### src/rtl/softshell_wb_initiator.sv
// Single-outstanding command/response front end driving a Wishbone classic initiator port.
// Defining SOFTSHELL_WBI_TIMEOUT_EN adds a bus-timeout abort after TIMEOUT cycles of STB.
module softshell_wb_initiator #(
  parameter int unsigned TIMEOUT = 16
) (
  input  logic        wb_clk_i,
  input  logic        wb_rst_ni,
  input  logic        cmd_valid,
  output logic        cmd_ready,
  input  logic        cmd_we,
  input  logic [3:0]  cmd_sel,
  input  logic [31:0] cmd_adr,
  input  logic [31:0] cmd_dat,
  output logic        rsp_valid,
  input  logic        rsp_ready,
  output logic [31:0] rsp_dat,
  output logic        rsp_err,
  output logic        wbm_cyc_o,
  output logic        wbm_stb_o,
  output logic        wbm_we_o,
  output logic [3:0]  wbm_sel_o,
  output logic [31:0] wbm_adr_o,
  output logic [31:0] wbm_dat_o,
  input  logic [31:0] wbm_dat_i,
  input  logic        wbm_ack_i,
  input  logic        wbm_err_i,
  output logic [15:0] txn_count,
  output logic [7:0]  err_count
);

  typedef enum logic [1:0] {
    S_IDLE = 2'd0,
    S_BUS  = 2'd1,
    S_RESP = 2'd2
  } state_e;

  state_e      state_q;
  logic        cmd_ready_q;
  logic        cyc_q;
  logic        stb_q;
  logic        we_q;
  logic [3:0]  sel_q;
  logic [31:0] adr_q;
  logic [31:0] dat_q;
  logic        rsp_valid_q;
  logic        rsp_err_q;
  logic [31:0] rsp_dat_q;
  logic [15:0] txn_cnt_q;
  logic [15:0] txn_cnt_d;
  logic [7:0]  err_cnt_q;
  logic [7:0]  err_cnt_d;
  logic        tmo_hit_s;

  function automatic logic [7:0] sat_inc8(input logic [7:0] v);
    return (v == 8'hFF) ? v : (v + 8'd1);
  endfunction

  // Counter values committed when a response is consumed.
  always_comb begin
    txn_cnt_d = txn_cnt_q + 16'd1;
    if (rsp_err_q) begin
      err_cnt_d = sat_inc8(err_cnt_q);
    end else begin
      err_cnt_d = err_cnt_q;
    end
  end

`ifdef SOFTSHELL_WBI_TIMEOUT_EN
  localparam logic [7:0] TMO_LAST = 8'(TIMEOUT - 1);
  logic [7:0] tmo_q;

  assign tmo_hit_s = (tmo_q == TMO_LAST);

  // Counts BUS cycles; held at zero outside BUS so it starts from zero on entry.
  always_ff @(posedge wb_clk_i) begin
    if (!wb_rst_ni) begin
      tmo_q <= 8'd0;
    end else if (state_q == S_BUS) begin
      tmo_q <= tmo_q + 8'd1;
    end else begin
      tmo_q <= 8'd0;
    end
  end
`else
  logic unused_timeout_s;
  assign unused_timeout_s = (TIMEOUT != 32'd0);
  assign tmo_hit_s        = 1'b0;
`endif

  // Transaction FSM with all outputs registered.
  always_ff @(posedge wb_clk_i) begin
    if (!wb_rst_ni) begin
      state_q     <= S_IDLE;
      cmd_ready_q <= 1'b0;
      cyc_q       <= 1'b0;
      stb_q       <= 1'b0;
      we_q        <= 1'b0;
      sel_q       <= 4'd0;
      adr_q       <= 32'd0;
      dat_q       <= 32'd0;
      rsp_valid_q <= 1'b0;
      rsp_err_q   <= 1'b0;
      rsp_dat_q   <= 32'd0;
      txn_cnt_q   <= 16'd0;
      err_cnt_q   <= 8'd0;
    end else begin
      case (state_q)
        S_IDLE: begin
          cmd_ready_q <= 1'b1;
          if (cmd_ready_q && cmd_valid) begin
            state_q     <= S_BUS;
            cmd_ready_q <= 1'b0;
            cyc_q       <= 1'b1;
            stb_q       <= 1'b1;
            we_q        <= cmd_we;
            sel_q       <= cmd_sel;
            adr_q       <= cmd_adr;
            dat_q       <= cmd_dat;
          end
        end
        S_BUS: begin
          if (wbm_err_i || wbm_ack_i || tmo_hit_s) begin
            state_q     <= S_RESP;
            cyc_q       <= 1'b0;
            stb_q       <= 1'b0;
            rsp_valid_q <= 1'b1;
            // Error beats ack, and ack beats a timeout landing in the same cycle.
            if (wbm_err_i) begin
              rsp_err_q <= 1'b1;
              rsp_dat_q <= 32'd0;
            end else if (wbm_ack_i) begin
              rsp_err_q <= 1'b0;
              rsp_dat_q <= we_q ? 32'd0 : wbm_dat_i;
            end else begin
              rsp_err_q <= 1'b1;
              rsp_dat_q <= 32'd0;
            end
          end
        end
        S_RESP: begin
          if (rsp_ready) begin
            state_q     <= S_IDLE;
            rsp_valid_q <= 1'b0;
            cmd_ready_q <= 1'b1;
            txn_cnt_q   <= txn_cnt_d;
            err_cnt_q   <= err_cnt_d;
          end
        end
        default: begin
          state_q     <= S_IDLE;
          cmd_ready_q <= 1'b0;
          cyc_q       <= 1'b0;
          stb_q       <= 1'b0;
          rsp_valid_q <= 1'b0;
        end
      endcase
    end
  end

  assign cmd_ready = cmd_ready_q;
  assign wbm_cyc_o = cyc_q;
  assign wbm_stb_o = stb_q;
  assign wbm_we_o  = we_q;
  assign wbm_sel_o = sel_q;
  assign wbm_adr_o = adr_q;
  assign wbm_dat_o = dat_q;
  assign rsp_valid = rsp_valid_q;
  assign rsp_dat   = rsp_dat_q;
  assign rsp_err   = rsp_err_q;
  assign txn_count = txn_cnt_q;
  assign err_count = err_cnt_q;

endmodule

### config.mk
export PLATFORM = sky130hd
export DESIGN_NAME = softshell_wb_initiator
export DESIGN_NICKNAME = d
export VERILOG_FILES = /design/src/rtl/softshell_wb_initiator.sv
export SDC_FILE = /design/constraint.sdc
export NUM_CORES = 1
export LEC_CHECK = 0
export ABC_AREA = 1
export BUFFER_PORTS_ARGS = -buffer_cell sky130_fd_sc_hd__buf_2
export CORE_MARGIN = 2
export CORE_UTILIZATION = 40
export CTS_CLUSTER_SIZE = 16
export DETAILED_ROUTE_END_ITERATION = 10
export HOLD_SLACK_MARGIN = 0.15
export PLACE_DENSITY = 0.78
export SLEW_MARGIN = 25
export SYNTH_ARGS = -nofsm -noshare
export SYNTH_HDL_FRONTEND = slang
export SYNTH_SLANG_ARGS = --single-unit
### constraint.sdc
create_clock -name wb_clk_i -period 1.35 [get_ports wb_clk_i]
set_input_delay 0.135 -clock wb_clk_i [delete_from_list [all_inputs] [get_ports wb_clk_i]]
set_output_delay 0.135 -clock wb_clk_i [all_outputs]
set_load 0.02 [all_outputs]
### Word-level counts from Yosys, hierarchy flattened

Index checks and enable logic that the tools add are counted.
W data, S select, Z words.

* register bits after elaboration: 131
* input bits: 107
* output and inout bits: 130
* word-level logic and storage cells: 53

* $add $sub $neg: 2
* eq/ne operators: 6
* multiplexer cells: 18
* bitwise logic cells: 4
* reduce and logical (&&, ||, !) cells: 11

Operators by type and width (count)
* $mux W32: 3
* $add A16 B1 Y16 const B: 1
* $pmux W1 S3: 3
* $reduce_and A3 Y1: 3
* $add A8 B1 Y8 const B: 1
* $eq A8 B8 Y1 const B: 1
* $mux W1: 8
* $reduce_and A2 Y1: 4
* $mux W2: 3
* $ne A2 B2 Y1 const B: 3
* $pmux W2 S3: 1
* $not A1 Y1: 4
* $reduce_and A4 Y1: 1
* $eq A2 B1 Y1 const B: 1
* $eq A2 B2 Y1 const B: 1
* $logic_not A2 Y1: 1
* $logic_and A1 B1 Y1: 1
* $logic_or A1 B1 Y1: 1

### Logic depth before layout (Yosys ltp)

* depth after elaboration: 3
* depth in mapped cells: 10
* mapped depth without buffers: 9

### Worst setup path before layout

OpenSTA, ideal clock, no wires.

* path type: flip-flop to flip-flop
* start point: register txn_cnt_q[1] (netlist: txn_count[1])
* end point: register txn_cnt_q[8] (netlist: txn_count[8])
* setup time: 116 ps
* data arrival time: 1299 ps
* data required time: 1234 ps
* slack: -65 ps
* stages on the path, launching flop included: 7
* path buffers: 0
* period minus slack after synthesis: 1415 ps
* path through: dfxtp_1 > ha_1 > nand3_1 > nor2_4 > nand3_1 > o21ai_0 > nor2_1

* longest elaborated chain between the ends: 1

RTL lines
* start: declaration: RTL line 48 `logic [15:0] txn_cnt_q;`
* start signal: assignment: RTL line 145 `txn_cnt_q <= txn_cnt_d;`
* $add A16 B1 Y16: RTL line 60 `txn_cnt_d = txn_cnt_q + 16'd1;`

Every way passes these cells.
A chain may end at the register's enable or synchronous reset.

### Worst setup path after layout

* start point: register state_q[1]
* end point: register adr_q[12] (netlist: wbm_adr_o[12])

* longest elaborated chain between the ends: 2

RTL lines
* start: declaration: RTL line 37 `state_e state_q;`
* start signal: assignment: RTL line 93 `state_q <= S_IDLE;`
* start signal: assignment: RTL line 111 `state_q <= S_BUS;`
* start signal: assignment: RTL line 123 `state_q <= S_RESP;`
* $logic_not A2 Y1: RTL line 107 `case (state_q)`
* $reduce_and A2 Y1 (no line)
* end signal: assignment: RTL line 117 `adr_q <= cmd_adr;`
* end: declaration: RTL line 43 `logic [31:0] adr_q;`

Every way passes these cells.

==> impl_metrics.yaml <==
synthesis:
  syn-mean-instance-area_um2: 7.500
  syn-num-nets: 780
  syn_inst: 671
  seq_area_frac_synth: 0.5211
  synth_area_leaders: "dfxtp_1, nor2_1, o21ai_0"
  ys_warn_count: 0
  ys_ff_latch: 131
  synth_largest_area_cell: "dfxtp_1"
  synth_area_um2: 5032
  ys_types: 28
  synth.top_cell.area_share: 0.5211
routing:
  drtPass1Iterations: 7
  drc: 0
  drt_iter0_markers: 493
  wl_um: 20280
  avgRoutedWirePerCell_um: 16.44
  via_per_inst: 5.133
  vias: 6334
  ant_nets: 0
timing:
  holdWs_ps: 462.6
  fin_crit_sh: 1.027
  slew_headroom: 0.7217
  worst_clock_skew_ps: 6.521
  finalWorstSetupSlack_ps: -35.95
  rsz0062_at_grt: "yes"
  slew_violations: 0
  fmax_mhz: 721.5
  finalSetupViolations: 2
  finalCriticalPeriod_ps: 1386
  tightest_slew_ps: 413.1
  hold_viol_final: 0
placed_design:
  gp_congestion: 0.8208
  hpwl_um: 10300
  pre_cts_ws_ps: -23.39
  numPortBuffers: 236
die:
  die_h_um: 116.2
  die-area_um2: 13490
  fp.dieW_um: 116.2
  start_util: 0.4138
  std_cell_rows: 40
  core_area_um2: 12160
  io_pins: 237
worst_setup_path:
  cp_slowest_cell: "dfxtp_4"
  critPathRequiredTime_ps: 1650
  endpoint_kind: "flop"
  cp.arrival_ps: 1690
  cpPeakStageDelay_ps: 360
  start_kind: "flop"
  crit_fanout: 8
  critPathKind: "reg -> reg"
  cp_cell_sequence: "nor2_4 > nand3_4 > buf_12 > o21ai_0 > nor2_1"
global_routing:
  grt_max_degree: 45
  grt_pass1_wl_um: 28800
  grt_usage: 0.2777
  grt_overflow_total: 0
  first_global_vias: 6041
  antenna_found_initial: 1
cts:
  clkSinkCount: 131
  root_buffer: "clkbuf_16"
  path_clk_slew_ps: 60
  cts.path.max_buffers: 2
  cts_tree: "built"
  cts_buffers: 17
  clk_latency_ps: 430
  htreeDepth: 4
power_and_ir_drop:
  ir_worst_vdd_mv: 1.130
  p_leak_uw: 0.004097
  powerDensity_nw_per_um2: 1191
run_status:
  status: "finished with violations"
  violations: "negative setup slack"
layout:
  fillers: 821
  syn_to_final_growth_pct: 76.48
  drive_above_1_share: 0.3637
  fin_nets: 1160
worst_hold_path:
  min_path_type: "reg -> reg"
flow_run:
  maxCapViolations: 0
[layout make-up]
type | count | area [um^2] | area share
well taps | 168 | 210.2 | 0.02367
repair buffers | 399 | 2970 | 0.3345
inverters | 38 | 173.9 | 0.01958
flip-flops and latches | 131 | 2640 | 0.2973
diodes | 2 | 5.005 | 0.0005635
multi-input cells | 464 | 2295 | 0.2584
clock buffers | 19 | 452.9 | 0.05100
clock inverters | 13 | 133.9 | 0.01507
[flip-flops by register name, indices dropped and copies added, names as in the netlist]
name and flops:
err_count 8, rsp_err 1, wbm_stb_o 1, rsp_dat 32, wbm_we_o 1, wbm_adr_o 32
state_q 2, txn_count 16, cmd_ready 1, rsp_valid 1, wbm_dat_o 32, wbm_sel_o 4
[where the power goes]
group	internal, uW	switching [uW]
sequential	4060	119
clock	2800	1770
combinational	838	987
total	7700	2870
[cell families (layout without fill, tap and decap cells)]
kind of cell | count (synthesis) | count (layout) | share of synthesized area
simple gates | 324 | 324 | 0.2658
fa+ha+maj | 2 | 2 | 0.004972
flops | 131 | 131 | 0.5211
other cells | 0 | 2 | 0
xor+xnor | 3 | 3 | 0.005222
compound gates | 135 | 135 | 0.1377
buf+inv | 76 | 469 | 0.06514
[critical path, delay by kind of cell (launching register included)]
kind                   cells  cell delay [ps]
DFF                        1              360
and+or+nand+nor            3              350
AOI/OAI and AO/OA          1              350
buffers and inverters      1              180
[path summary, 6_finish.rpt]
path	from	end	slack, ps	depth (start not counted)
worst max register to register	state_q[1]$_SDFFE_PN0P_	wbm_adr_o[12]$_SDFFE_PN0P_	-40	5
worst max-delay path	state_q[1]$_SDFFE_PN0P_	wbm_adr_o[12]$_SDFFE_PN0P_	-40	5
worst min register to register	rsp_dat[22]$_SDFFE_PN0P_	rsp_dat[22]$_SDFFE_PN0P_	460	2
worst min-delay path	rsp_dat[22]$_SDFFE_PN0P_	rsp_dat[22]$_SDFFE_PN0P_	460	2
[cell usage in the layout (no fill, tap or decap), types with 4 or more instances in the layout]
cell / synthesis / routed
buf_2: 13 / 236
nor2_1: 171 / 162
dfxtp_1: 131 / 125
dlygate4sd3_1: 0 / 106
nand2_1: 93 / 88
a21oi_1: 50 / 46
nand3_1: 42 / 36
o21ai_1: 2 / 35
o21ai_0: 79 / 35
buf_4: 5 / 32
inv_1: 31 / 30
clkbuf_16: 0 / 23
o21ai_2: 0 / 11
nor2_2: 2 / 8
buf_6: 1 / 8
nand4_1: 7 / 7
buf_12: 0 / 7
nor2_4: 2 / 5
nand3_2: 1 / 5
clkinv_2: 0 / 5
inv_2: 6 / 4
a21oi_2: 0 / 4
nand2_2: 0 / 4
dfxtp_4: 0 / 4
[layer usage]
metal,global-route usage,part of all wire,vias up
li1,-,-,2938
met1,0.3002,0.36,2909
met2,0.4690,0.50,371
met3,0.09445,0.079,116
met4,0.1730,0.058,0
met5,0,0,-
[metrics by stage]
stage	area [um^2]	total power, uW	utilization	cells	setup TNS [ps]
floorplan	5037	4949	-	671	0
global placement	6606	5471	0.5432	1073	-3.070
detailed placement	6606	5489	0.5432	1073	-30.44
CTS	8396	10320	0.6903	1217	0
global route	8879	10960	0.7300	1233	-2134
finish	8881	10580	0.7302	1234	-48.48
[cell usage after synthesis]
master,number
nor3b_1,1
nand3b_1,1
nor3_1,3
inv_2,6
nand4_1,7
nor2_4,2
buf_4,5
nand3_1,42
xnor2_1,1
nor2_2,2
o21ai_1,2
buf_6,1
xor2_1,2
nor2_1,171
ha_1,2
buf_2,13
nand3_4,1
clkinv_1,1
a31oi_1,1
nand3_2,1
a21oi_1,50
clkbuf_1,19
nand2_1,93
o21ai_0,79
dfxtp_1,131
a21oi_4,1
o21bai_1,2
inv_1,31
[timing repair]
item / CTS / global route
setup endpoints to repair: 37 / 105
gates resized for setup: 9 / 109
pin swaps: 4 / 16
hold endpoints to repair: 107 / 0
cloned: 3 / 8
hold buffers: 106 / 0
setup buffers: 3 / 7
No activity file was read; power rests on OpenSTA's default activity.
